**src/rtl/uart_tx.sv**
```systemverilog
// UART transmitter: valid/ready byte input, one-byte holding register, LSB-first serialisation
// with optional parity and one or two stop bits. All outputs are registered.
module uart_tx #(
    parameter int CLK_FREQ   = 27_000_000,
    parameter int BAUD       = 115200,
    parameter int PARITY_EN  = 0,
    parameter int PARITY_ODD = 0,
    parameter int STOP_BITS  = 1
) (
    input  logic       clk,
    input  logic       resetn,
    input  logic [7:0] data_tx,
    input  logic       tx_valid,
    output logic       tx_ready,
    output logic       tx,
    output logic       busy,
    output logic       tx_done
);
    localparam int CLKS_PER_BIT = CLK_FREQ / BAUD;
    localparam int CNT_W        = (CLKS_PER_BIT > 1) ? $clog2(CLKS_PER_BIT) : 1;
    localparam logic [CNT_W-1:0] BAUD_LAST = CNT_W'(CLKS_PER_BIT - 1);
    localparam logic [2:0]       STOP_LAST = 3'(STOP_BITS - 1);

    typedef enum logic [2:0] {
        IDLE   = 3'd0,
        START  = 3'd1,
        DATA   = 3'd2,
        PARITY = 3'd3,
        STOP   = 3'd4
    } state_t;

    function automatic logic parity_bit(input logic [7:0] b);
        return (^b) ^ (PARITY_ODD != 0);
    endfunction

    state_t           state_r, state_s;
    logic [CNT_W-1:0] baud_cnt_r, baud_cnt_s;
    logic [2:0]       bit_cnt_r, bit_cnt_s;
    logic [7:0]       shift_r, shift_s;
    logic             parity_r, parity_s;
    logic [7:0]       hold_r, hold_s;
    logic             hold_full_r, hold_full_s;
    logic             tx_r, tx_s;
    logic             tx_ready_r;
    logic             busy_r;
    logic             tx_done_r, tx_done_s;
    logic             accept_s;
    logic             hold_write_s;
    logic             baud_end_s;

    // Next-state logic: handshake, holding register, bit timing and frame sequencing
    always_comb begin
        accept_s     = tx_valid && tx_ready_r;
        hold_write_s = accept_s && (state_r != IDLE);
        baud_end_s   = (baud_cnt_r == BAUD_LAST);
        state_s      = state_r;
        baud_cnt_s   = baud_cnt_r;
        bit_cnt_s    = bit_cnt_r;
        shift_s      = shift_r;
        parity_s     = parity_r;
        hold_s       = hold_write_s ? data_tx : hold_r;
        hold_full_s  = hold_full_r | hold_write_s;

        if (state_r == IDLE) begin
            baud_cnt_s = {CNT_W{1'b0}};
            bit_cnt_s  = 3'd0;
            if (hold_full_r) begin
                shift_s     = hold_r;
                parity_s    = parity_bit(hold_r);
                hold_full_s = 1'b0;
                state_s     = START;
            end else if (accept_s) begin
                // Idle accept bypasses the holding register entirely
                shift_s  = data_tx;
                parity_s = parity_bit(data_tx);
                state_s  = START;
            end else begin
                state_s = IDLE;
            end
        end else if (!baud_end_s) begin
            baud_cnt_s = baud_cnt_r + CNT_W'(1);
        end else begin
            baud_cnt_s = {CNT_W{1'b0}};
            case (state_r)
                START: begin
                    bit_cnt_s = 3'd0;
                    state_s   = DATA;
                end
                DATA: begin
                    shift_s = {1'b0, shift_r[7:1]};
                    if (bit_cnt_r == 3'd7) begin
                        bit_cnt_s = 3'd0;
                        state_s   = (PARITY_EN != 0) ? PARITY : STOP;
                    end else begin
                        bit_cnt_s = bit_cnt_r + 3'd1;
                    end
                end
                PARITY: begin
                    bit_cnt_s = 3'd0;
                    state_s   = STOP;
                end
                STOP: begin
                    if (bit_cnt_r != STOP_LAST) begin
                        bit_cnt_s = bit_cnt_r + 3'd1;
                    end else if (hold_full_r) begin
                        // Back-to-back frame: the next start bit follows with no idle gap
                        bit_cnt_s   = 3'd0;
                        shift_s     = hold_r;
                        parity_s    = parity_bit(hold_r);
                        hold_full_s = 1'b0;
                        state_s     = START;
                    end else begin
                        bit_cnt_s = 3'd0;
                        state_s   = IDLE;
                    end
                end
                default: begin
                    bit_cnt_s = 3'd0;
                    state_s   = IDLE;
                end
            endcase
        end
    end

    // Line level and end-of-frame pulse derived from the upcoming state so they can be registered
    always_comb begin
        tx_s      = 1'b1;
        tx_done_s = (state_s == STOP) && (baud_cnt_s == BAUD_LAST) && (bit_cnt_s == STOP_LAST);
        case (state_s)
            IDLE:    tx_s = 1'b1;
            START:   tx_s = 1'b0;
            DATA:    tx_s = shift_s[0];
            PARITY:  tx_s = parity_s;
            STOP:    tx_s = 1'b1;
            default: tx_s = 1'b1;
        endcase
    end

    // State and output registers with synchronous active-low reset
    always_ff @(posedge clk) begin
        if (!resetn) begin
            state_r     <= IDLE;
            baud_cnt_r  <= {CNT_W{1'b0}};
            bit_cnt_r   <= 3'd0;
            shift_r     <= 8'h00;
            parity_r    <= 1'b0;
            hold_r      <= 8'h00;
            hold_full_r <= 1'b0;
            tx_r        <= 1'b1;
            tx_ready_r  <= 1'b1;
            busy_r      <= 1'b0;
            tx_done_r   <= 1'b0;
        end else begin
            state_r     <= state_s;
            baud_cnt_r  <= baud_cnt_s;
            bit_cnt_r   <= bit_cnt_s;
            shift_r     <= shift_s;
            parity_r    <= parity_s;
            hold_r      <= hold_s;
            hold_full_r <= hold_full_s;
            tx_r        <= tx_s;
            tx_ready_r  <= !hold_full_s;
            busy_r      <= (state_s != IDLE);
            tx_done_r   <= tx_done_s;
        end
    end

    assign tx_ready = tx_ready_r;
    assign tx       = tx_r;
    assign busy     = busy_r;
    assign tx_done  = tx_done_r;
endmodule
```
**config.mk**
```make
export PLATFORM = sky130hd
export DESIGN_NAME = uart_tx
export DESIGN_NICKNAME = d
export VERILOG_FILES = /design/src/rtl/uart_tx.sv
export SDC_FILE = /design/constraint.sdc
export NUM_CORES = 1
export LEC_CHECK = 0
export ABC_AREA = 1
export BUFFER_PORTS_ARGS = -buffer_cell sky130_fd_sc_hd__buf_2
export CAP_MARGIN = 20
export CELL_PAD_IN_SITES_DETAIL_PLACEMENT = 1
export CELL_PAD_IN_SITES_GLOBAL_PLACEMENT = 1
export CORE_UTILIZATION = 42
export CTS_CLUSTER_DIAMETER = 200
export CTS_CLUSTER_SIZE = 16
export DETAILED_ROUTE_END_ITERATION = 6
export PLACE_DENSITY_LB_ADDON = 0.1
export SKIP_LAST_GASP = 1
export SLEW_MARGIN = 20
export SYNTH_ARGS = -nofsm -noshare
export SYNTH_HDL_FRONTEND = slang
export SYNTH_SLANG_ARGS = --single-unit
```
**constraint.sdc**
```tcl
create_clock -name clk -period 2.46 [get_ports clk]
set_clock_uncertainty 0.2 [all_clocks]
set_input_delay 0.492 -clock clk [delete_from_list [all_inputs] [get_ports clk]]
set_output_delay 0.492 -clock clk [all_outputs]
set_load 0.02 [all_outputs]
```
* Word-level counts from Yosys, hierarchy flattened
Cells that the tools add are included.
Operators by class: add/subtract/negate cells 2, equal/unequal tests 14, muxes and demuxes 35, bitwise gates (word level) 1, reductions and logical operators 15
Operators by type and width (number):
- $mux 8 | 8
- $mux 3 | 8
- $eq 8x8->1 const B | 2
- $pmux 8 s2 | 1
- $reduce_xor 8->1 | 2
- $mux 1 | 15
- $eq 3x2->1 const B | 4
- $pmux 3 s4 | 1
- $reduce_bool 3->1 | 4
- $eq 3x3->1 const B | 3
- $ne 3x3->1 const B | 3
- $add 8x1->8 const B | 1
- $eq 3x1->1 const B | 2
- $logic_not 3->1 | 2
- $pmux 3 s2 | 1
- $reduce_and 5->1 | 1
- $logic_and 1x1->1 | 4
- $add 3x1->3 const B | 1
- $pmux 1 s3 | 1
- $reduce_bool 2->1 | 1
- $logic_not 1->1 | 1
- $or 1x1->1 | 1
Storage, ports and cells: register bits 36, input port bits 11, output and inout port bits 4, word-level logic and storage cells 79

* Logic depth before layout (Yosys ltp)
Gate-level depths: netlist of the first run.
depth after elaboration 9, gate-level depth with buffers 14, mapped depth without buffers 14

* Least setup slack after synthesis of the first run
OpenSTA, ideal clock, no wires.
path kind register to register, start reg baud_cnt_r[0], end reg tx_r, in the netlist tx, library setup time 0.113 ns, arrival time 1.426 ns, required time 2.147 ns, setup slack 0.720 ns, cell stages (with the launch flop) 13, path buffers 0, clock period less this slack 1.740 ns, path through dfxtp_1 -> ha_1 -> nand2_1 -> nor2_1 -> inv_1 -> nor2_8 -> nand2_4 -> a21boi_2 -> nand2_1 -> nand2_1 -> nand2_1 -> nor2_1 -> nand2_1
On the way: cells in the longest elaborated chain, start to end 5, elaborated cells between the ends (all ways) 11, classes of those cells eq/ne: 4; mux: 7
RTL lines:
- start, declared | line 37 | logic [CNT_W-1:0] baud_cnt_r, baud_cnt_s;
- start signal, assigned | line 143 | baud_cnt_r <= {CNT_W{1'b0}};
- start signal, assigned | line 155 | baud_cnt_r <= baud_cnt_s;
- $eq 8x8->1 * | line 55 | baud_end_s = (baud_cnt_r == BAUD_LAST);
- $mux 3 | line 80 | end else if (!baud_end_s) begin
- $mux 3 | line 64 | if (state_r == IDLE) begin
- $eq 3x2->1 or $eq 3x1->1 (tied branches) | line 129 | case (state_s)
- $pmux 1 s3 * | line 129
- end signal, assigned | line 161 | tx_r <= tx_s;
- end, declared | line 43 | logic tx_r, tx_s;
Mark *: on every way between the ends. The rest lies on a longest branch, timed or not. The select of a mux whose other input is x is not followed. A chain may end at the register's enable or synchronous reset.

* Worst setup path after layout of the first run
Ends and elaborated chain as after synthesis.

==> results of run 1 <==
area by class of cell:
type	count	area (um^2)	share of cell area, %
Clock inverter	2	35.03	1.375
Sequential cell	36	720.7	28.28
Timing Repair Buffer	16	85.08	3.338
Inverter	53	198.9	7.806
Clock buffer	6	72.57	2.847
Multi-Input combinational cell	271	1349	52.92
Tap cell	70	87.58	3.436
critical path: stages (launching register included):
cell	delay, ns
dfxtp_1	0.42
ha_1	0.18
nand2_1	0.05
nor2_1	0.15
inv_1	0.12
nor2_8	0.20
nand2_4	0.09
a21boi_2	0.14
nand2_1	0.06
nand2_1	0.06
nand2_1	0.04
nor2_1	0.10
nand2_1	0.07
per-layer routing:
| metal | track usage [%] | up-vias | share of wire, % |
|---|---|---|---|
| met1 | 30.60 | 1055 | 51 |
| met3 | 3.473 | 8 | 2.6 |
| met2 | 38.09 | 16 | 45 |
| met5 | 0 | - | 0 |
| met4 | 6.346 | 0 | 1.3 |
| li1 | - | 1183 | - |
cell usage after synthesis (4+ instances only):
| cell type | number |
|---|---|
| a21oi_1 | 34 |
| o21ai_0 | 17 |
| nand2_1 | 111 |
| nor2_1 | 45 |
| inv_2 | 7 |
| nand3_1 | 13 |
| dfxtp_1 | 36 |
| inv_1 | 45 |
| ha_1 | 5 |
| nand2_2 | 7 |
| xnor2_1 | 6 |
| nand4_1 | 4 |
stage by stage:
stage / hold slack (ns) / setup WS (ns) / power, W / std cells
final: 0.2686 / 0.4638 / 0.001434 / 454
after global routing: 0.2893 / 0.2298 / 0.001509 / 454
after CTS: 0.2703 / 0.4294 / 0.001443 / 454
after detailed placement: 0.2590 / 0.4545 / 0.0009272 / 446
after global placement: 0.2505 / 0.5336 / 0.0009184 / 446
after floorplan: 0.2411 / 0.7204 / 0.0008490 / 367
logic make-up (layout without fill, tap and decap cells):
group           count (synthesis)  after routing  synth area share, %
compound gates                 60             60                14.27
xor+xnor                        9              9                3.419
fa+ha+maj                       5              5                2.713
buf+inv                        60             77                10.25
flops                          36             36                31.25
simple gates                  197            197                38.09
report_power, final:
part / internal [W] / total (W) / switching (W)
Clock: 0.000301 / 0.000523 / 0.000222
Sequential: 0.000616 / 0.000646 / 0.0000301
Combinational: 0.0000926 / 0.000266 / 0.000173
worst paths after layout:
check | startpoint | end | slack (ns) | depth (start not counted)
worst max-delay path | baud_cnt_r[0] | tx | 0.46 | 12
worst min register to register | shift_r[6] | shift_r[6] | 0.27 | 2
worst max register to register | baud_cnt_r[0] | tx | 0.46 | 12
worst min-delay path | shift_r[6] | shift_r[6] | 0.27 | 2
registers in the layout, summed over array words and instances, names as in the netlist:
name         flops
shift_r          8
tx_done          1
tx               1
hold_full_r      1
bit_cnt_r        3
tx_ready         1
baud_cnt_r       8
state_r          3
busy             1
parity_r         1
hold_r           8
==> flow_summary.ini, run 1 <==
[place]
dpl-instance-area_mm2 = 0.002441
hpwl_mm = 4.708
io_buffers = 14
gp_congestion = 0.8530

[synth]
synthesis.nets = 383
ys_types = 31
synth-seq-cells = 36
syn_avg_cell_area_um2 = 6.283
synth_top_cells_by_area = dfxtp_1 (31%), nand2_1 (18%), a21oi_1 (7.4%)
ys_async_sr_fraction_pct = 0
ys.flop_type = dfxtp_1
synth-seq-area-share_pct = 31.25
ys_warn_count = 0
synth_top_area_cell = dfxtp_1
synth_top_area_share_pct = 31.25
synth_area_mm2 = 0.002306
syn_inst = 367
synth_edf_count = 0

[floorplan]
initial_core_util_pct = 44.30
pin_count = 15
row_count = 26
die-area_mm2 = 0.005790
die_y_um = 76.10
die_w_um = 76.10
fp.coreArea_mm2 = 0.005205

[sta]
setup_tns_ns = 0
clock.fmax_mhz = 500.9
finalCritPeriodShare_pct = 81.15
hold_violations = 0
relSlewSlack_pct = 73.41
worst_pin_slew_ns = 0.3988
rsz0062_at_grt = false
period_needed_ns = 1.996
slew_violations = 0
setup_viol_count_final = 0

[power]
ir_drop_uv = 469.4
powerDensity_mw_per_mm2 = 562.8
p_leak_nw = 1.229

[grt]
grt_pass1_vias = 2333
grt_max_degree = 18
track_usage_pct = 22.84
antenna_found_initial = 0
grt_first_pass_wirelength_mm = 10.74
grt_remaining_overflow = 0

[layout]
drive_gt1_share_pct = 13.28
fin_area_mm2 = 0.002549
area_growth_pct = 10.53
utilization_pct = 48.97
fin_nets = 399
final_common_cell = nand2_1
n_antenna_cell = 0
layout_common_cells = nand2_1 (111), inv_1 (45), nor2_1 (45)
n_fill_cell = 740

[worst_setup_path]
cp-start-kind = flip-flop
cp_max_fo = 10
endpoint_kind = flip-flop
critPathArrivalTime_ns = 1.98
critical_path_class = reg -> reg
critPathRequiredTime_ns = 2.45

[drt]
viasPerCell = 4.982
dr_total_vias = 2262
drt_iter0_markers = 90
wirelength_mm = 5.944
first_pass_iters = 4
wl_per_cell_um = 13.09
drc_errors = 0
detail-route-antenna-nets = 0

[run_status]
status = finished, final reports clean

[clocking]
postCtsHoldBufs = 0
clkLatencyLatePin_ns = 0.29
root_buffer = clkbuf_8
post_cts_resized = 0
clk_pin_slew_worst_paths_ns = 0.08
postCtsSetupBuffers = 0
ctsLongestPathBuffers = 2
tritoncts = built
cts_buffers = 5
cts_sinks = 36
htreeDepth = 2

[min_path]
min_path_type = reg -> reg

[run]
max_cap_viol_count = 0
No activity file was read; power rests on OpenSTA's default activity.
==> run 2, diff against run 1 <==
--- a/config.mk
+++ b/config.mk
@@ -10,7 +10,7 @@
 export CAP_MARGIN = 20
 export CELL_PAD_IN_SITES_DETAIL_PLACEMENT = 1
 export CELL_PAD_IN_SITES_GLOBAL_PLACEMENT = 1
-export CORE_UTILIZATION = 42
+export CORE_UTILIZATION = 38
 export CTS_CLUSTER_DIAMETER = 200
 export CTS_CLUSTER_SIZE = 16
 export DETAILED_ROUTE_END_ITERATION = 6
==> constraint.sdc (replaced) <==
create_clock -name clk -period 1.8 [get_ports clk]
set_clock_uncertainty 0.2 [all_clocks]
set_input_delay 0.36 -clock clk [delete_from_list [all_inputs] [get_ports clk]]
set_output_delay 0.36 -clock clk [all_outputs]
set_load 0.02 [all_outputs]
==> run 2 against run 1 <==
  * The run now ends with negative setup slack left
  * Worst hold slack got worse by 0.050 ns
  * Wire length rose by 14%
  * Largest power group unchanged
  * Via count rose by 4.6%
  * Fmax rose by 9.3%
  * First-iteration DRC count rose by 22%
  * Power rose by 33%
  * Global-route usage rose by 0.49 points
==> flow_summary.ini, run 2 (same netlist as run 1, synthesis figures left out) <==
[run_status]
status = complete, but fails checks
violations = negative setup slack

[drt]
wirelength_mm = 6.801
viasPerCell = 4.958
dr_total_vias = 2365
drt_iter0_markers = 110
drc_errors = 0
wl_per_cell_um = 14.26
detail-route-antenna-nets = 0
first_pass_iters = 4

[power]
powerDensity_mw_per_mm2 = 680.0
power_w = 0.001903
p_leak_nw = 1.327
ir_drop_uv = 401.8

[grt]
antenna_found_initial = 0
grt_pass1_vias = 2403
track_usage_pct = 23.34
grt_max_degree = 18
grt_remaining_overflow = 0
grt_first_pass_wirelength_mm = 11.39

[clocking]
postCtsHoldBufs = 0
root_buffer = clkbuf_8
cts_sinks = 36
clkLatencyLatePin_ns = 0.30
ctsLongestPathBuffers = 2
htreeDepth = 2
clk_pin_slew_worst_paths_ns = 0.09
cts_buffers = 5
tritoncts = built

[min_path]
min_from = data_tx[1]
min_path_cells = 3
min_to = hold_r[1]
min_path_type = in -> reg

[sta]
timing.final.ws_setup_ns = -0.02657
relSlewSlack_pct = 75.56
period_needed_ns = 1.827
worst_pin_slew_ns = 0.3666
hold_violations = 0
rsz0062_at_grt = true
finalCritPeriodShare_pct = 101.5
hold_ws_ns = 0.2184
clock.fmax_mhz = 547.5
setup_viol_count_final = 1
slew_violations = 0

[worst_setup_path]
critical_path_class = reg -> reg
cp-start-kind = flip-flop
endpoint_kind = flip-flop
critPathArrivalTime_ns = 1.82
r2r-start = baud_cnt_r[1]
critPathRequiredTime_ns = 1.80
cp_max_fo = 5
r2r_cells = 13
r2r-end = tx
rrSetupSlack_ns = -0.03

[floorplan]
die_y_um = 79.90
initial_core_util_pct = 39.18
fp.coreArea_mm2 = 0.005886
pin_count = 15
die_w_um = 79.90
row_count = 28
die-area_mm2 = 0.006384

[place]
io_buffers = 14
hpwl_mm = 5.041
gp_congestion = 0.8053
dpl-instance-area_mm2 = 0.002545

[layout]
drive_gt1_share_pct = 23.88
seq_area_um2 = 728.2
largestRegisters = baud_cnt_r x8, hold_r x8, shift_r x8
layout_common_cells = nand2_1 (107), inv_1 (40), nor2_1 (38)
fin_area_mm2 = 0.002799
n_antenna_cell = 0
fin_nets = 417
multiInputGateArea_mm2 = 0.001463
utilization_pct = 47.56
final_common_cell = nand2_1
n_fill_cell = 801
area_growth_pct = 21.38

[run]
max_cap_viol_count = 0
## run 2: worst max path at each step
stage / cells after the start / to / slack, ns / start
3_3_place_gp: 12 / tx / -0.009 / baud_cnt_r[0]
3_5_place_dp: 12 / tx_done / -0.10 / baud_cnt_r[0]
4_1_cts: 13 / tx / -0.002 / baud_cnt_r[1]
2_1_floorplan: 12 / tx / 0.06 / baud_cnt_r[0]
5_1_grt: 12 / tx_done / -0.11 / baud_cnt_r[0]
6_report: 13 / tx / -0.03 / baud_cnt_r[1]
## run 2: through the flow
stage | setup slack, ns | TNS, ns | cells
final | -0.02657 | -0.02657 | 477
after global placement | -0.009341 | -0.01342 | 464
after CTS | -0.002303 | -0.002303 | 476
after global routing | -0.1139 | -0.7555 | 477
after floorplan | 0.06040 | 0 | 367
after detailed placement | -0.1028 | -0.2011 | 464
## run 2: where the power goes
part | internal [W] | leakage, nW | switching (W) | total, W
clock network | 0.000270 | 0.0479 | 0.000335 | 0.000606
registers | 0.000841 | 0.296 | 0.0000425 | 0.000884
logic | 0.000155 | 0.984 | 0.000258 | 0.000413
total | 0.00127 | 1.33 | 0.000636 | 0.00190
## run 2: layout make-up
class                           count  area share, %
Multi-Input combinational cell    271          52.26
Sequential cell                    36          26.02
Timing Repair Buffer               34          8.136
Inverter                           53          7.108
Tap cell                           75          3.353
Clock buffer                        5          2.459
Clock inverter                      3         0.6705
## run 2: worst max-delay path, cell delays in order (launching register included)
cell and delay, ns:
dfxtp_2 0.33, inv_2 0.06, ha_4 0.14, nand2_4 0.05, nor2_4 0.12, inv_2 0.08, nor2_8 0.15, nand2_2 0.13
nand3_4 0.12, nor2_2 0.05, nand2_1 0.06, nand2_1 0.06, nor2_1 0.10, nand2_1 0.06
## run 2: metal layers
metal  vias to the layer above  GRT usage [%]  share of wire (%)
li1                       1219              -                  -
met1                      1110          30.57                 49
met2                        25          38.12                 47
met3                        11          4.114                2.8
met4                         0          8.393                1.9
met5                         -              0                  0
## run 2: timing repair
action	in CTS	in global routing
gates resized for setup	17	21
pin swaps	12	20
endpoints found under the setup margin	10	15
setup buffers	4	2
